File: src/rtl/mmm_pkg.sv
// Shared types and constants for the gshare branch prediction unit.
// Optional feature macro: BPU_SPEC_GHR_EN (speculative history register).
package mmm_pkg;

    localparam int XLEN = 32;
    localparam int HLEN = 4;

    // Tag field is sized for the smallest BTB; unused upper bits stay zero.
    typedef struct packed {
        logic            valid;
        logic [XLEN-3:0] tag;
        logic [XLEN-1:0] target;
    } btb_entry_t;

    // Weakly not-taken starting value for a counter of the given width.
    function automatic int cnt_reset(input int bits);
        return (1 << (bits - 1)) - 1;
    endfunction

endpackage

File: src/rtl/bpu_gshare_if.sv
// Fetch/execute side bundle of the gshare predictor.
// Optional feature macro: BPU_SPEC_GHR_EN (no effect on this bundle).
interface bpu_gshare_if #(
    parameter int HLEN = mmm_pkg::HLEN
);
    import mmm_pkg::*;

    logic            flush_i;
    logic [XLEN-1:0] pc_i;
    logic            res_valid_i;
    logic [XLEN-1:0] res_pc_i;
    logic [HLEN-1:0] res_index_i;
    logic [XLEN-1:0] res_target_i;
    logic            res_taken_i;
    logic            res_mispredict_i;
    logic [XLEN-1:0] pred_pc_o;
    logic [HLEN-1:0] pred_index_o;
    logic [XLEN-1:0] pred_target_o;
    logic            pred_taken_o;
    logic            pred_hit_o;

    modport master (
        output flush_i, pc_i, res_valid_i, res_pc_i,
        output res_index_i, res_target_i, res_taken_i,
        output res_mispredict_i,
        input  pred_pc_o, pred_index_o, pred_target_o,
        input  pred_taken_o, pred_hit_o
    );

    modport slave (
        input  flush_i, pc_i, res_valid_i, res_pc_i,
        input  res_index_i, res_target_i, res_taken_i,
        input  res_mispredict_i,
        output pred_pc_o, pred_index_o, pred_target_o,
        output pred_taken_o, pred_hit_o
    );

endinterface

File: src/rtl/bpu_sat_counter_array.sv
// Pattern history table of saturating counters.
// One combinational read port, one registered update port, no bypass.
module bpu_sat_counter_array
    import mmm_pkg::*;
#(
    parameter int IDX_BITS = 4,
    parameter int CNT_BITS = 2
) (
    input  logic                clk_i,
    input  logic                rst_n_i,
    input  logic [IDX_BITS-1:0] i_rd_idx,
    output logic [CNT_BITS-1:0] o_rd_cnt,
    input  logic                i_upd_en,
    input  logic [IDX_BITS-1:0] i_upd_idx,
    input  logic                i_upd_taken
);

    localparam int DEPTH = 1 << IDX_BITS;
    localparam logic [CNT_BITS-1:0] CNT_MAX = '1;
    localparam logic [CNT_BITS-1:0] CNT_RST = CNT_BITS'(cnt_reset(CNT_BITS));

    logic [CNT_BITS-1:0] r_cnt [DEPTH];
    logic [CNT_BITS-1:0] w_cur;

    assign w_cur    = r_cnt[i_upd_idx];
    assign o_rd_cnt = r_cnt[i_rd_idx];

    // Saturating increment on taken, decrement on not-taken.
    always_ff @(posedge clk_i or negedge rst_n_i) begin
        if (!rst_n_i) begin
            for (int i = 0; i < DEPTH; i++) r_cnt[i] <= CNT_RST;
        end else if (i_upd_en) begin
            if (i_upd_taken && w_cur != CNT_MAX)
                r_cnt[i_upd_idx] <= w_cur + 1'b1;
            else if (!i_upd_taken && w_cur != '0)
                r_cnt[i_upd_idx] <= w_cur - 1'b1;
        end
    end

endmodule

File: src/rtl/bpu_gshare.sv
// Gshare predictor: PHT indexed by PC^history, tagged direct-mapped BTB.
// Optional feature macro: BPU_SPEC_GHR_EN adds a speculative history.
module bpu_gshare #(
    parameter int HLEN     = mmm_pkg::HLEN,
    parameter int BTB_BITS = 4,
    parameter int CNT_BITS = 2
) (
    input  logic        clk_i,
    input  logic        rst_n_i,
    bpu_gshare_if.slave bus
);
    import mmm_pkg::*;

    localparam int BTB_DEPTH = 1 << BTB_BITS;
    localparam int TAG_SH    = BTB_BITS + 2;

    btb_entry_t          r_btb [BTB_DEPTH];
    btb_entry_t          w_entry;
    logic [HLEN-1:0]     r_ghr;
    logic [HLEN-1:0]     w_ghr_nxt;
    logic [HLEN-1:0]     w_hist;
    logic [HLEN-1:0]     w_idx;
    logic [BTB_BITS-1:0] w_slot;
    logic [BTB_BITS-1:0] w_res_slot;
    logic [XLEN-3:0]     w_tag;
    logic [XLEN-3:0]     w_res_tag;
    logic [CNT_BITS-1:0] w_cnt;
    logic                w_hit;
    logic                w_taken;
    logic                w_btb_wr;
    logic                w_unused;

    assign w_slot     = bus.pc_i[BTB_BITS+1:2];
    assign w_tag      = (XLEN-2)'(bus.pc_i >> TAG_SH);
    assign w_res_slot = bus.res_pc_i[BTB_BITS+1:2];
    assign w_res_tag  = (XLEN-2)'(bus.res_pc_i >> TAG_SH);
    assign w_entry    = r_btb[w_slot];
    assign w_idx      = bus.pc_i[HLEN+1:2] ^ w_hist;
    assign w_hit      = w_entry.valid && (w_entry.tag == w_tag);
    assign w_taken    = w_hit && w_cnt[CNT_BITS-1];
    assign w_ghr_nxt  = {r_ghr[HLEN-2:0], bus.res_taken_i};
    assign w_btb_wr   = bus.res_valid_i && bus.res_taken_i;
    assign w_unused   = ^{bus.pc_i[1:0], bus.res_pc_i[1:0],
                          bus.res_mispredict_i};

    bpu_sat_counter_array #(
        .IDX_BITS (HLEN),
        .CNT_BITS (CNT_BITS)
    ) u_pht (
        .clk_i       (clk_i),
        .rst_n_i     (rst_n_i),
        .i_rd_idx    (w_idx),
        .o_rd_cnt    (w_cnt),
        .i_upd_en    (bus.res_valid_i),
        .i_upd_idx   (bus.res_index_i),
        .i_upd_taken (bus.res_taken_i)
    );

    // Taken resolutions install their target; not-taken never touch the BTB.
    always_ff @(posedge clk_i or negedge rst_n_i) begin
        if (!rst_n_i) begin
            for (int i = 0; i < BTB_DEPTH; i++) r_btb[i] <= '0;
        end else if (w_btb_wr) begin
            r_btb[w_res_slot] <= '{valid:  1'b1,
                                   tag:    w_res_tag,
                                   target: bus.res_target_i};
        end
    end

    // Committed history follows resolved outcomes only.
    always_ff @(posedge clk_i or negedge rst_n_i) begin
        if (!rst_n_i)             r_ghr <= '0;
        else if (bus.res_valid_i) r_ghr <= w_ghr_nxt;
    end

`ifdef BPU_SPEC_GHR_EN
    logic [HLEN-1:0] r_spec_ghr;
    logic            w_recover;

    assign w_recover = (bus.res_valid_i && bus.res_mispredict_i) ||
                       bus.flush_i;
    assign w_hist    = r_spec_ghr;

    // Speculative history; recovery takes priority over a predicted shift.
    always_ff @(posedge clk_i or negedge rst_n_i) begin
        if (!rst_n_i)
            r_spec_ghr <= '0;
        else if (w_recover)
            r_spec_ghr <= bus.res_valid_i ? w_ghr_nxt : r_ghr;
        else if (w_hit)
            r_spec_ghr <= {r_spec_ghr[HLEN-2:0], w_taken};
    end
`else
    assign w_hist = r_ghr;
`endif

    // Registered prediction; flush only squashes the hit/taken flags.
    always_ff @(posedge clk_i or negedge rst_n_i) begin
        if (!rst_n_i) begin
            bus.pred_pc_o     <= '0;
            bus.pred_index_o  <= '0;
            bus.pred_target_o <= '0;
            bus.pred_taken_o  <= 1'b0;
            bus.pred_hit_o    <= 1'b0;
        end else begin
            bus.pred_pc_o     <= bus.pc_i;
            bus.pred_index_o  <= w_idx;
            bus.pred_target_o <= w_entry.target;
            bus.pred_taken_o  <= w_taken && !bus.flush_i;
            bus.pred_hit_o    <= w_hit && !bus.flush_i;
        end
    end

endmodule

File: src/flat_wrapper.sv
// flat-port wrapper written by rule: the top's interface ports become plain ports
module bpu_gshare_flat import mmm_pkg::*;
#(
    parameter int HLEN     = mmm_pkg::HLEN,
    parameter int BTB_BITS = 4,
    parameter int CNT_BITS = 2
)
  (clk_i, rst_n_i, bus_flush_i, bus_pc_i, bus_res_valid_i, bus_res_pc_i, bus_res_index_i, bus_res_target_i, bus_res_taken_i, bus_res_mispredict_i, bus_pred_pc_o, bus_pred_index_o, bus_pred_target_o, bus_pred_taken_o, bus_pred_hit_o);
  bpu_gshare_if #(.HLEN(HLEN)) bus_i ();
  input  logic clk_i;
  input  logic rst_n_i;
  input wire logic [$bits(bus_i.flush_i)-1:0] bus_flush_i;
  input wire logic [$bits(bus_i.pc_i)-1:0] bus_pc_i;
  input wire logic [$bits(bus_i.res_valid_i)-1:0] bus_res_valid_i;
  input wire logic [$bits(bus_i.res_pc_i)-1:0] bus_res_pc_i;
  input wire logic [$bits(bus_i.res_index_i)-1:0] bus_res_index_i;
  input wire logic [$bits(bus_i.res_target_i)-1:0] bus_res_target_i;
  input wire logic [$bits(bus_i.res_taken_i)-1:0] bus_res_taken_i;
  input wire logic [$bits(bus_i.res_mispredict_i)-1:0] bus_res_mispredict_i;
  output wire logic [$bits(bus_i.pred_pc_o)-1:0] bus_pred_pc_o;
  output wire logic [$bits(bus_i.pred_index_o)-1:0] bus_pred_index_o;
  output wire logic [$bits(bus_i.pred_target_o)-1:0] bus_pred_target_o;
  output wire logic [$bits(bus_i.pred_taken_o)-1:0] bus_pred_taken_o;
  output wire logic [$bits(bus_i.pred_hit_o)-1:0] bus_pred_hit_o;
  assign bus_i.flush_i = bus_flush_i;
  assign bus_i.pc_i = bus_pc_i;
  assign bus_i.res_valid_i = bus_res_valid_i;
  assign bus_i.res_pc_i = bus_res_pc_i;
  assign bus_i.res_index_i = bus_res_index_i;
  assign bus_i.res_target_i = bus_res_target_i;
  assign bus_i.res_taken_i = bus_res_taken_i;
  assign bus_i.res_mispredict_i = bus_res_mispredict_i;
  assign bus_pred_pc_o = bus_i.pred_pc_o;
  assign bus_pred_index_o = bus_i.pred_index_o;
  assign bus_pred_target_o = bus_i.pred_target_o;
  assign bus_pred_taken_o = bus_i.pred_taken_o;
  assign bus_pred_hit_o = bus_i.pred_hit_o;
  bpu_gshare #(.HLEN(HLEN), .BTB_BITS(BTB_BITS), .CNT_BITS(CNT_BITS)) u_core (.clk_i(clk_i), .rst_n_i(rst_n_i), .bus(bus_i));
endmodule
File: config.mk
export PLATFORM = sky130hd
export DESIGN_NAME = bpu_gshare_flat
export DESIGN_NICKNAME = d
export VERILOG_FILES = /design/src/rtl/mmm_pkg.sv /design/src/rtl/bpu_gshare_if.sv /design/src/rtl/bpu_sat_counter_array.sv /design/src/rtl/bpu_gshare.sv /design/src/flat_wrapper.sv
export SDC_FILE = /design/constraint.sdc
export NUM_CORES = 1
export LEC_CHECK = 0
export ABC_AREA = 1
export BUFFER_PORTS_ARGS = -buffer_cell sky130_fd_sc_hd__buf_4
export CELL_PAD_IN_SITES_DETAIL_PLACEMENT = 1
export CELL_PAD_IN_SITES_GLOBAL_PLACEMENT = 2
export CORE_MARGIN = 5
export CORE_UTILIZATION = 26
export DETAILED_ROUTE_END_ITERATION = 12
export PLACE_DENSITY = 0.59
export SLEW_MARGIN = 20
export SYNTH_ARGS = -nofsm -noshare
export SYNTH_HDL_FRONTEND = slang
export SYNTH_SLANG_ARGS = --single-unit
File: constraint.sdc
create_clock -name clk_i -period 2.2 [get_ports clk_i]
set_input_delay 0.22 -clock clk_i [delete_from_list [all_inputs] [get_ports clk_i]]
set_output_delay 0.22 -clock clk_i [all_outputs]
set_load 0.01 [all_outputs]
==> out/metrics.yaml, run 1 <==
die:
  die_w_um: 433
  dieArea_um2: 187000
  coreArea_um2: 178000
  io_pins: 176
  die_h_um: 433
  num_rows: 155
  start_util: 0.261
power_and_ir_drop:
  p_int_mw: 39.4
  combPwrFrac: 0.152
  power_frac_clock: 0.401
  switching_share: 0.288
  seqPwrFrac: 0.447
  power_density_nw_per_um2: 960
  leakage_nw: 26.9
  p_sw_mw: 15.9
  ir_worst_vdd_uv: 728
place:
  portBuffers: 172
  gp_congestion: 0.742
  hpwlAfterDp_mm: 111
  dp_cells: 7902
global_routing:
  grt_max_degree: 103
  track_usage: 0.196
  antenna_found_initial: 2
  grt_pass1_vias: 41800
  overflow: 0
  grt_pass1_wl_mm: 278
setup_path:
  critPathRequiredTime_ps: 2880
  worst_setup_path_start_kind: "flip-flop"
  crit_type: "flip-flop to flip-flop"
  crit_path_max_fanout: 4
  worstPathArrival_ps: 2940
  endpoint_kind: "flip-flop"
timing:
  timing.hold.ws_ps: -74.2
  skew_ps: 30.6
  tightest_slew_ps: 716
  finalHoldViolations: 2
  max_slew_margin: 0.523
  fin_crit_ps: 2260
  slew_violations: 0
  final-setup-viol-count: 8
  min_period_over_period: 1.03
  setup_ws_ps: -58.1
  rsz0062_at_grt: "true"
  max_freq_ghz: 0.443
layout:
  fillCellCount: 20600
  layout_commonest_cell: "nand2_1"
  fin_cells: 8227
  layout_common_cells: "nand2_1, o21ai_0, dfrtp_1"
  syn_to_final_growth_pct: 24.1
  multi_input_area_um2: 17700
  drive_gt1_frac: 0.128
  nets: 5882
  area.sequential_um2: 26300
  fin_util: 0.324
drt:
  drt_first_pass_iters: 5
  wirelength_mm: 183
  ant_nets: 0
  drc_errors: 0
  drtIter0Drc: 2566
  vias: 39200
  post_drt_via_cell_ratio: 4.76
  wl_per_cell_um: 22.3
clock_tree:
  clk_latency_ps: 780
  numCtsBuffers: 137
  cts.sinks: 1050
  cts_tree: "yes"
  hold_buffers: 81
  clock_path_buffers: 3
  clk_pin_slew_ps: 60
  cts_max_level: 4
  cts_root_buf: "clkbuf_16"
logic_synthesis:
  ys_async_sr_fraction: 1.00
  syn_inst: 5547
  ys.flop_type: "dfrtp_1"
  synth_area_um2: 46500
  yosysWarnings: 0
  synth_cell_types: 33
  synth_nets: 5655
  ys_seq_area_frac: 0.565
  synth_seq_cells: 1050
  synth_edf_count: 0
  avgSynthCellArea_um2: 8.38
run_status:
  violations: "negative hold slack, negative setup slack"
  outcome: "complete, but fails checks"
flow_run:
  drv_cap: 0
hold_path:
  hold_class: "input port to flip-flop"
power by group through the flow:
stage,clock network (mW),logic (mW),registers [mW]
final,22.2,8.43,24.7
after floorplan,0,5.08,24.6
after global routing,23.7,9.79,25.2
after global placement,0,8.10,25.0
after detailed placement,0,8.30,25.0
after CTS,23.0,8.47,24.7
stage by stage:
| step | hold WS, ps | total power [mW] | instance area (um^2) | setup slack (ps) | setup TNS (ps) |
|---|---|---|---|---|---|
| detailed placement | 194 | 33.3 | 52200 | -328 | -7530 |
| CTS | 5.79 | 56.2 | 57400 | -26.9 | -54.3 |
| global route | -83.6 | 58.7 | 57700 | -215 | -2990 |
| finish | -74.2 | 55.4 | 57700 | -58.1 | -274 |
| global placement | 188 | 33.1 | 52200 | -314 | -7350 |
| floorplan | -75.6 | 29.6 | 46600 | -21.3 | -39.8 |
critical path, stage by stage, from the launching register on:
cell	delay, ps
dfrtp_1	370
inv_1	90
o21ai_0	120
o21ai_1	200
nand4_1	140
buf_4	170
ha_4	150
inv_2	60
nand2_4	60
o21ai_4	80
nand2_4	100
nor2_4	150
inv_4	80
nor3_4	210
nor2_1	70
a21oi_1	130
metal layers:
layer / global-route usage / part of all wire / vias to the layer above
met1: 0.267 / 0.47 / 19700
met5: 0 / 0 / -
met3: 0.0241 / 0.027 / 197
met2: 0.335 / 0.48 / 485
met4: 0.0409 / 0.019 / 0
li1: - / - / 18700
registers in the layout (all words and copies together) (netlist names), named ones only:
name / cells
u_core.bus.pred_target_o: 32
u_core.bus.pred_index_o: 4
u_core.r_btb: 944
u_core.u_pht.r_cnt: 16
u_core.r_ghr: 4
u_core.bus.pred_hit_o: 1
u_core.bus.pred_taken_o: 1
u_core.bus.pred_pc_o: 32
worst paths after layout:
check / from / end / slack [ps] / cells past startpoint
max in group asynchronous: rst_n_i / u_core.r_btb[803] / 230 / 4
min in group asynchronous: rst_n_i / u_core.r_btb[916] / 570 / 3
max: u_core.u_pht.r_cnt[5] / flip-flop / -60 / 15
max reg2reg: u_core.u_pht.r_cnt[5] / flip-flop / -60 / 15
min reg2reg: u_core.r_btb[62] / u_core.r_btb[62] / 450 / 2
min: bus_res_valid_i / flip-flop / -70 / 5
synthesized netlist by cell type (2+ instances only):
cell type	instances	area, um^2
nand2_1	1569	5890
o21ai_0	1221	6110
dfrtp_1	1034	25900
nor2_1	419	1570
clkbuf_1	311	1170
nand3_1	274	1370
inv_1	245	920
o221ai_1	104	911
buf_2	64	320
o211ai_1	62	465
o21ai_1	54	270
buf_6	27	304
o22ai_1	27	169
buf_1	25	93.8
buf_4	25	188
a21oi_1	24	120
dfstp_2	16	420
nor3_1	10	50.1
nand2_2	9	56.3
a22o_1	4	35.0
a22oi_1	3	22.5
or2_2	3	18.8
xnor2_1	3	26.3
ha_1	2	25.0
inv_2	2	7.51
nand3b_1	2	15.0
nand4_1	2	12.5
layout make-up:
type	instances	share of cell area
repair buffers	540	0.0941
multi-input cells	3797	0.306
clock inverters	32	0.00724
flip-flops and latches	1050	0.456
clock buffers	204	0.0690
well taps	2355	0.0511
inverters	248	0.0167
diodes	1	0.0000434
cells by family after synthesis:
family                   after synthesis  share of synthesized area
AND/OR/NAND/NOR                     2291                      0.194
AO/OA/AOI/OAI                       1499                      0.174
flip-flops                          1050                      0.565
buffers and inverters                700                     0.0646
XOR/XNOR                               5                    0.00135
adder cells (fa/ha/maj)                2                   0.000538
what timing repair did:
| action | CTS | global route |
|---|---|---|
| endpoints found under the hold margin | 1004 | 3 |
| endpoints found under the setup margin | 23 | 34 |
| gates cloned | 0 | 1 |
| buffers inserted | 2 | 6 |
| pin swaps | 6 | 18 |
| gates resized for setup | 12 | 56 |
(Power assumes the default switching activity.)
==> run 2: changes to the inputs <==
BUFFER_PORTS_ARGS = -buffer_cell sky130_fd_sc_hd__buf_2   (was -buffer_cell sky130_fd_sc_hd__buf_4)
==> out/metrics.yaml, run 2 (synthesized netlist as in run 1, its figures left out) <==
global_routing:
  overflow: 0  # unchanged
  grt_max_degree: 96  # -6.8%
  grt_pass1_vias: 41300  # -1.1%
  antenna_found_initial: 3  # +1
  track_usage: 0.194  # -0.00221
  grt_pass1_wl_mm: 275  # -1.0%
flow_run:
  drv_cap: 0  # unchanged
power_and_ir_drop:
  combPwrFrac: 0.154  # +0.002
  switching_share: 0.290  # +0.00222
  power_density_nw_per_um2: 969  # +0.95%
  leakage_nw: 26.9  # +0.10%
  p_int_mw: 39.6  # +0.48%
  ir_worst_vdd_uv: 646  # -11%
  seqPwrFrac: 0.443  # -0.004
  power_frac_clock: 0.403  # +0.002
  p_sw_mw: 16.2  # +1.6%
  power_mw: 55.8  # +0.79%
die:
  dieArea_um2: 187000  # unchanged
  die_w_um: 433  # unchanged
  coreArea_um2: 178000  # unchanged
  die_h_um: 433  # unchanged
  num_rows: 155  # unchanged
  io_pins: 176  # unchanged
  start_util: 0.261  # unchanged
setup_path:
  crit_path_max_fanout: 5  # +1
  reg2reg_depth: 15  # unchanged
  endpoint_kind: "flip-flop"
  crit_type: "flip-flop to flip-flop"
  critPathRequiredTime_ps: 2900  # +20 ps
  r2r_setup_slack_ps: -100  # -40 ps
  worstPathArrival_ps: 2990  # +50 ps
  worst_setup_path_start_kind: "flip-flop"
timing:
  min_period_over_period: 1.04  # +0.0170
  final-setup-viol-count: 16  # +8
  fin_crit_ps: 2300  # +37.4 ps
  slew_violations: 0  # unchanged
  max_slew_margin: 0.524  # +0.00159
  max_freq_ghz: 0.436  # -1.6%
  rsz0062_at_grt: "true"
  finalHoldViolations: 0  # -2
  setup_ws_ps: -95.5  # -37.4 ps
  tightest_slew_ps: 714  # -2.38 ps
  skew_ps: 30.5  # -0.0879 ps
run_status:
  outcome: "complete, but fails checks"
  violations: "negative setup slack"
layout:
  drive_gt1_frac: 0.130  # +0.00245
  syn_to_final_growth_pct: 23.9
  regMostFlops: "u_core.r_btb"
  top_regs: "u_core.r_btb x944, u_core.bus.pred_pc_o x32, u_core.bus.pred_target_o x32"
  final_area_um2: 57600  # -0.15%
  nets: 5875  # -0.12%
  fin_util: 0.323  # -0.000491
  layout_commonest_cell: "nand2_1"
  layout_common_cells: "nand2_1, o21ai_0, dfrtp_1"
  largest_reg_flops: 944  # unchanged
clock_tree:
  clock_path_buffers: 3  # unchanged
  cts.sinks: 1050  # unchanged
  clk_latency_ps: 800  # +20 ps
  clk_pin_slew_ps: 60  # about the same
  numCtsBuffers: 136  # -0.73%
  cts_root_buf: "clkbuf_16"
  cts_tree: "yes"
  cts_max_level: 4  # unchanged
drt:
  wl_per_cell_um: 22.0  # -1.1%
  drtIter0Drc: 2603  # +1.4%
  wirelength_mm: 181  # -1.1%
  drt_first_pass_iters: 5  # unchanged
  drc_errors: 0  # unchanged
  vias: 39300  # +0.31%
  ant_nets: 0  # unchanged
  post_drt_via_cell_ratio: 4.78  # +0.31%
place:
  pre_cts_slack_ps: -541  # -213 ps
  gp_congestion: 0.733  # -1.2%
  portBuffers: 172  # unchanged
  dpl-instance-area_um2: 52000  # -0.38%
  hpwlAfterDp_mm: 109  # -1.9%
hold_path:
  hold_class: "input port to flip-flop"
[run 2: worst max-delay path, cell delays in order, from the launching register on]
cell and delay, ps:
dfstp_2 380, a22o_1 220, o21ai_1 150, nand4_1 170
buf_4 210, ha_4 160, inv_4 50, nand2_4 50
o21ai_4 80, nand2_4 110, nor2_4 140, inv_4 70
nor3_2 100, buf_4 150, nor2_2 40, a21oi_1 130
[run 2: per-layer routing]
layer	part of all wire	GRT usage
met5	0	0
met4	0.021	0.0448
met3	0.027	0.0241
met2	0.48	0.330
met1	0.47	0.262
[run 2: timing repair]
action                                  4_1_cts  5_1_grt
pin swaps                                     8       11
hold buffers                                 77        0
gates cloned                                  0        3
endpoints found under the setup margin       32       34
resized for setup                            29       61
buffers inserted                              3        3
hold endpoints to repair                    857        0
[run 2: final cells by class]
type	count	area [um^2]
fillers	20600	121000
flip-flops and latches	1050	26300
multi-input cells	3797	17700
repair buffers	534	5240
clock buffers	192	3860
well taps	2355	2950
inverters	248	966
clock inverters	47	584
diodes	4	10.0
[run 2: how the worst min path moves through the flow]
stage / from / end / slack (ps) / depth (start not counted)
finish: bus_res_pc_i[26] / u_core.r_btb[52] / 30 / 3
global route: bus_res_target_i[29] / u_core.r_btb[281] / 20 / 3
CTS: bus_res_pc_i[26] / u_core.r_btb[52] / 7 / 3
detailed placement: rst_n_i / u_core.r_btb[671] / 200 / 1
global placement: rst_n_i / u_core.r_btb[671] / 200 / 1
floorplan: rst_n_i / u_core.bus.pred_hit_o / -80 / 0
[run 2: metrics by stage]
step           TNS (ps)  cells  hold slack (ps)
2_1_floorplan     -39.8   5547            -75.6
3_3_place_gp     -13770   7901              204
3_5_place_dp     -14250   7901              202
4_1_cts            -883   8219             6.96
5_1_grt           -4000   8225             22.4
6_report           -529   8227             31.0
[run 2: power by group through the flow]
stage | Sequential [mW] | Combinational (mW) | Clock [mW]
after floorplan | 24.6 | 5.08 | 0
after global routing | 25.2 | 9.93 | 24.1
final | 24.7 | 8.59 | 22.5
after CTS | 24.7 | 8.54 | 23.3
after detailed placement | 25.0 | 8.35 | 0
after global placement | 24.9 | 8.16 | 0
==> run 3: changes to the inputs <==
--- a/config.mk
+++ b/config.mk
@@ -11,4 +11,5 @@
 export CELL_PAD_IN_SITES_GLOBAL_PLACEMENT = 2
-export CORE_MARGIN = 5
+export CORE_MARGIN = 3
 export CORE_UTILIZATION = 26
+export CTS_CLUSTER_DIAMETER = 100
 export DETAILED_ROUTE_END_ITERATION = 12
==> constraint.sdc (replaced) <==
create_clock -name clk_i -period 2.2 [get_ports clk_i]
set_input_delay 0.33 -clock clk_i [delete_from_list [all_inputs] [get_ports clk_i]]
set_output_delay 0.33 -clock clk_i [all_outputs]
set_load 0.01 [all_outputs]
==> out/metrics.yaml, run 3 (synthesized netlist as in run 1, its figures left out) <==
run_status:
  outcome: "complete, but fails checks"
  violations: "negative setup slack"
power_and_ir_drop:
  seqPwrFrac: 0.445  # +0.002
  leakage_nw: 26.7  # -0.65%
  p_int_mw: 39.6  # about the same
  ir_worst_vdd_uv: 635  # -1.7%
  power_density_nw_per_um2: 974  # +0.50%
  p_sw_mw: 16.0  # -1.1%
  switching_share: 0.288  # -0.00232
  power_frac_clock: 0.406  # +0.003
  combPwrFrac: 0.149  # -0.005
setup_path:
  max_stage_delay_ps: 530  # +150 ps
  crit_type: "input port to flip-flop"
  worstPathCellList: "dlygate4sd3_1 > buf_2 > buf_12 > nor2_2 > nand2_1 > nand4_1 > buf_4 > inv_1 > ha_1 > o21ai_4 > nand2_4 > buf_4 > buf_6 > nor2_4 > buf_6 > nor2_1 > a21oi_1"
  reg2reg_depth: 16  # +1
  worst_setup_path_start_kind: "input port"
  r2r-start: "u_core.u_pht.r_cnt[15]"
  crit_path_max_fanout: 5  # unchanged
  path_buf_inv: 8  # +4
  cp_slowest_cell: "dlygate4sd3_1"
  endpoint_kind: "flip-flop"
  startpoint: "bus_res_index_i[2]"
  critPathRequiredTime_ps: 2900  # about the same
  crit_family: "buffers and inverters"
  r2r_setup_slack_ps: -40  # +60 ps
  worstPathArrival_ps: 2950  # -40 ps
  cp.depth: 17  # +2
global_routing:
  overflow: 0  # unchanged
  grt_pass1_wl_mm: 274  # -0.50%
  track_usage: 0.195  # +0.00145
  grt_max_degree: 117  # +22%
  grt_pass1_vias: 41000  # -0.67%
  antenna_found_initial: 9  # +6
place:
  hpwlAfterDp_mm: 111  # +2.0%
  portBuffers: 172  # unchanged
  pre_cts_slack_ps: -516  # +25.1 ps
  dpl-instance-area_um2: 52000  # about the same
  dp_cells: 7906  # +0.063%
  gp_congestion: 0.755  # +3.1%
drt:
  wl_per_cell_um: 21.9  # -0.80%
  drtIter0Drc: 2457  # -5.6%
  drt_first_pass_iters: 5  # unchanged
  ant_nets: 0  # unchanged
  post_drt_via_cell_ratio: 4.78  # +0.17%
  wirelength_mm: 179  # -1.2%
  vias: 39200  # -0.22%
  drc_errors: 0  # unchanged
layout:
  top_regs: "u_core.r_btb x944, u_core.bus.pred_pc_o x32, u_core.bus.pred_target_o x32"
  final_area_um2: 57100  # -0.81%
  syn_to_final_growth_pct: 22.9
  layout_commonest_cell: "nand2_1"
  nets: 5854  # -0.36%
  fillCellCount: 20600  # +0.18%
  drive_gt1_frac: 0.133  # +0.00241
  regMostFlops: "u_core.r_btb"
  fin_cells: 8195  # -0.39%
  largest_reg_flops: 944  # unchanged
  layout_common_cells: "nand2_1, o21ai_0, dfrtp_1"
timing:
  max_slew_margin: 0.450  # -0.0747
  slew_violations: 0  # unchanged
  final.setup.tns_ps: -173  # +356 ps
  rsz0062_at_grt: "true"
  max_freq_ghz: 0.445  # +2.0%
  finalHoldViolations: 0  # unchanged
  setup_ws_ps: -49.6  # +45.9 ps
  final-setup-viol-count: 9  # -7
  skew_ps: 18.9  # -11.5 ps
  fin_crit_ps: 2250  # -45.9 ps
  tightest_slew_ps: 826  # +112 ps
  timing.hold.ws_ps: 33.6  # +2.58 ps
  min_period_over_period: 1.02  # -0.0209
clock_tree:
  clk_latency_ps: 780  # -20 ps
  cts_root_buf: "clkbuf_16"
  cts_max_level: 4  # unchanged
  cts_tree: "yes"
  clk_pin_slew_ps: 50  # about the same
  cts.sinks: 1050  # unchanged
  numCtsBuffers: 136  # unchanged
  clock_path_buffers: 3  # unchanged
die:
  die_h_um: 429  # -0.92%
  coreArea_um2: 177000  # -0.75%
  start_util: 0.263  # +0.00198
  io_pins: 176  # unchanged
  dieArea_um2: 184000  # -1.8%
  die_w_um: 429  # -0.92%
  num_rows: 154  # -0.65%
hold_path:
  hold_class: "input port to flip-flop"
flow_run:
  drv_cap: 0  # unchanged
-- run 3: cell types whose count changed in the layout (fill, tap and decap cells not counted), sizes merged --
cell and delta:
clkinvlp -3, clkbuf +14, bufinv -3, buf +21
dlygate4sd3 -39, inv +1, diode -1, clkinv -7
-- run 3: worst min-delay path by stage --
stage,from,endpoint,slack (ps),depth (start not counted)
floorplan,rst_n_i,u_core.bus.pred_hit_o,30,0
global placement,u_core.r_btb[62],u_core.r_btb[62],440,2
detailed placement,u_core.r_btb[818],u_core.r_btb[818],440,2
CTS,bus_res_target_i[13],u_core.r_btb[76],8,3
global route,bus_res_index_i[3],flip-flop,10,5
finish,bus_res_index_i[3],flip-flop,30,5
-- run 3: tightest hold or removal path, delay by kind of cell --
| kind | cells | cell delay, ps |
|---|---|---|
| compound gates | 1 | 50 |
| simple gates | 2 | 150 |
| buf+inv | 2 | 270 |
-- run 3: cell type report --
class | count | area [um^2] | share of cell area
sequential | 1050 | 26300 | 0.460
multi-input combinational | 3797 | 17700 | 0.309
timing repair buffer | 513 | 4740 | 0.0829
clock buffer | 209 | 4090 | 0.0715
tap | 2340 | 2930 | 0.0512
inverter | 248 | 976 | 0.0171
clock inverter | 35 | 442 | 0.00773
antenna | 3 | 7.51 | 0.000131
-- run 3: routing by layer --
layer	part of all wire	GRT usage
met5	0	0
met4	0.029	0.0591
met3	0.027	0.0257
met2	0.47	0.323
met1	0.47	0.265
-- run 3: timing repair --
| item | in CTS | in global routing |
|---|---|---|
| endpoints found under the setup margin | 20 | 32 |
| setup buffers | 1 | 5 |
| gates resized for setup | 14 | 41 |
| hold buffers | 37 | 0 |
| pin swaps | 5 | 8 |
| hold endpoints to repair | 821 | 0 |
-- run 3: through the flow --
stage,power (mW),util
finish,55.6,0.323
global route,59.2,0.323
CTS,56.6,0.322
detailed placement,33.3,0.294
global placement,33.1,0.294
floorplan,29.6,-
-- run 3: power groups by stage --
stage	logic, mW	clock network [mW]	registers [mW]
after CTS	8.41	23.4	24.7
final	8.29	22.6	24.7
after floorplan	5.08	0	24.6
after detailed placement	8.30	0	25.0
after global routing	9.70	24.3	25.2
after global placement	8.12	0	25.0
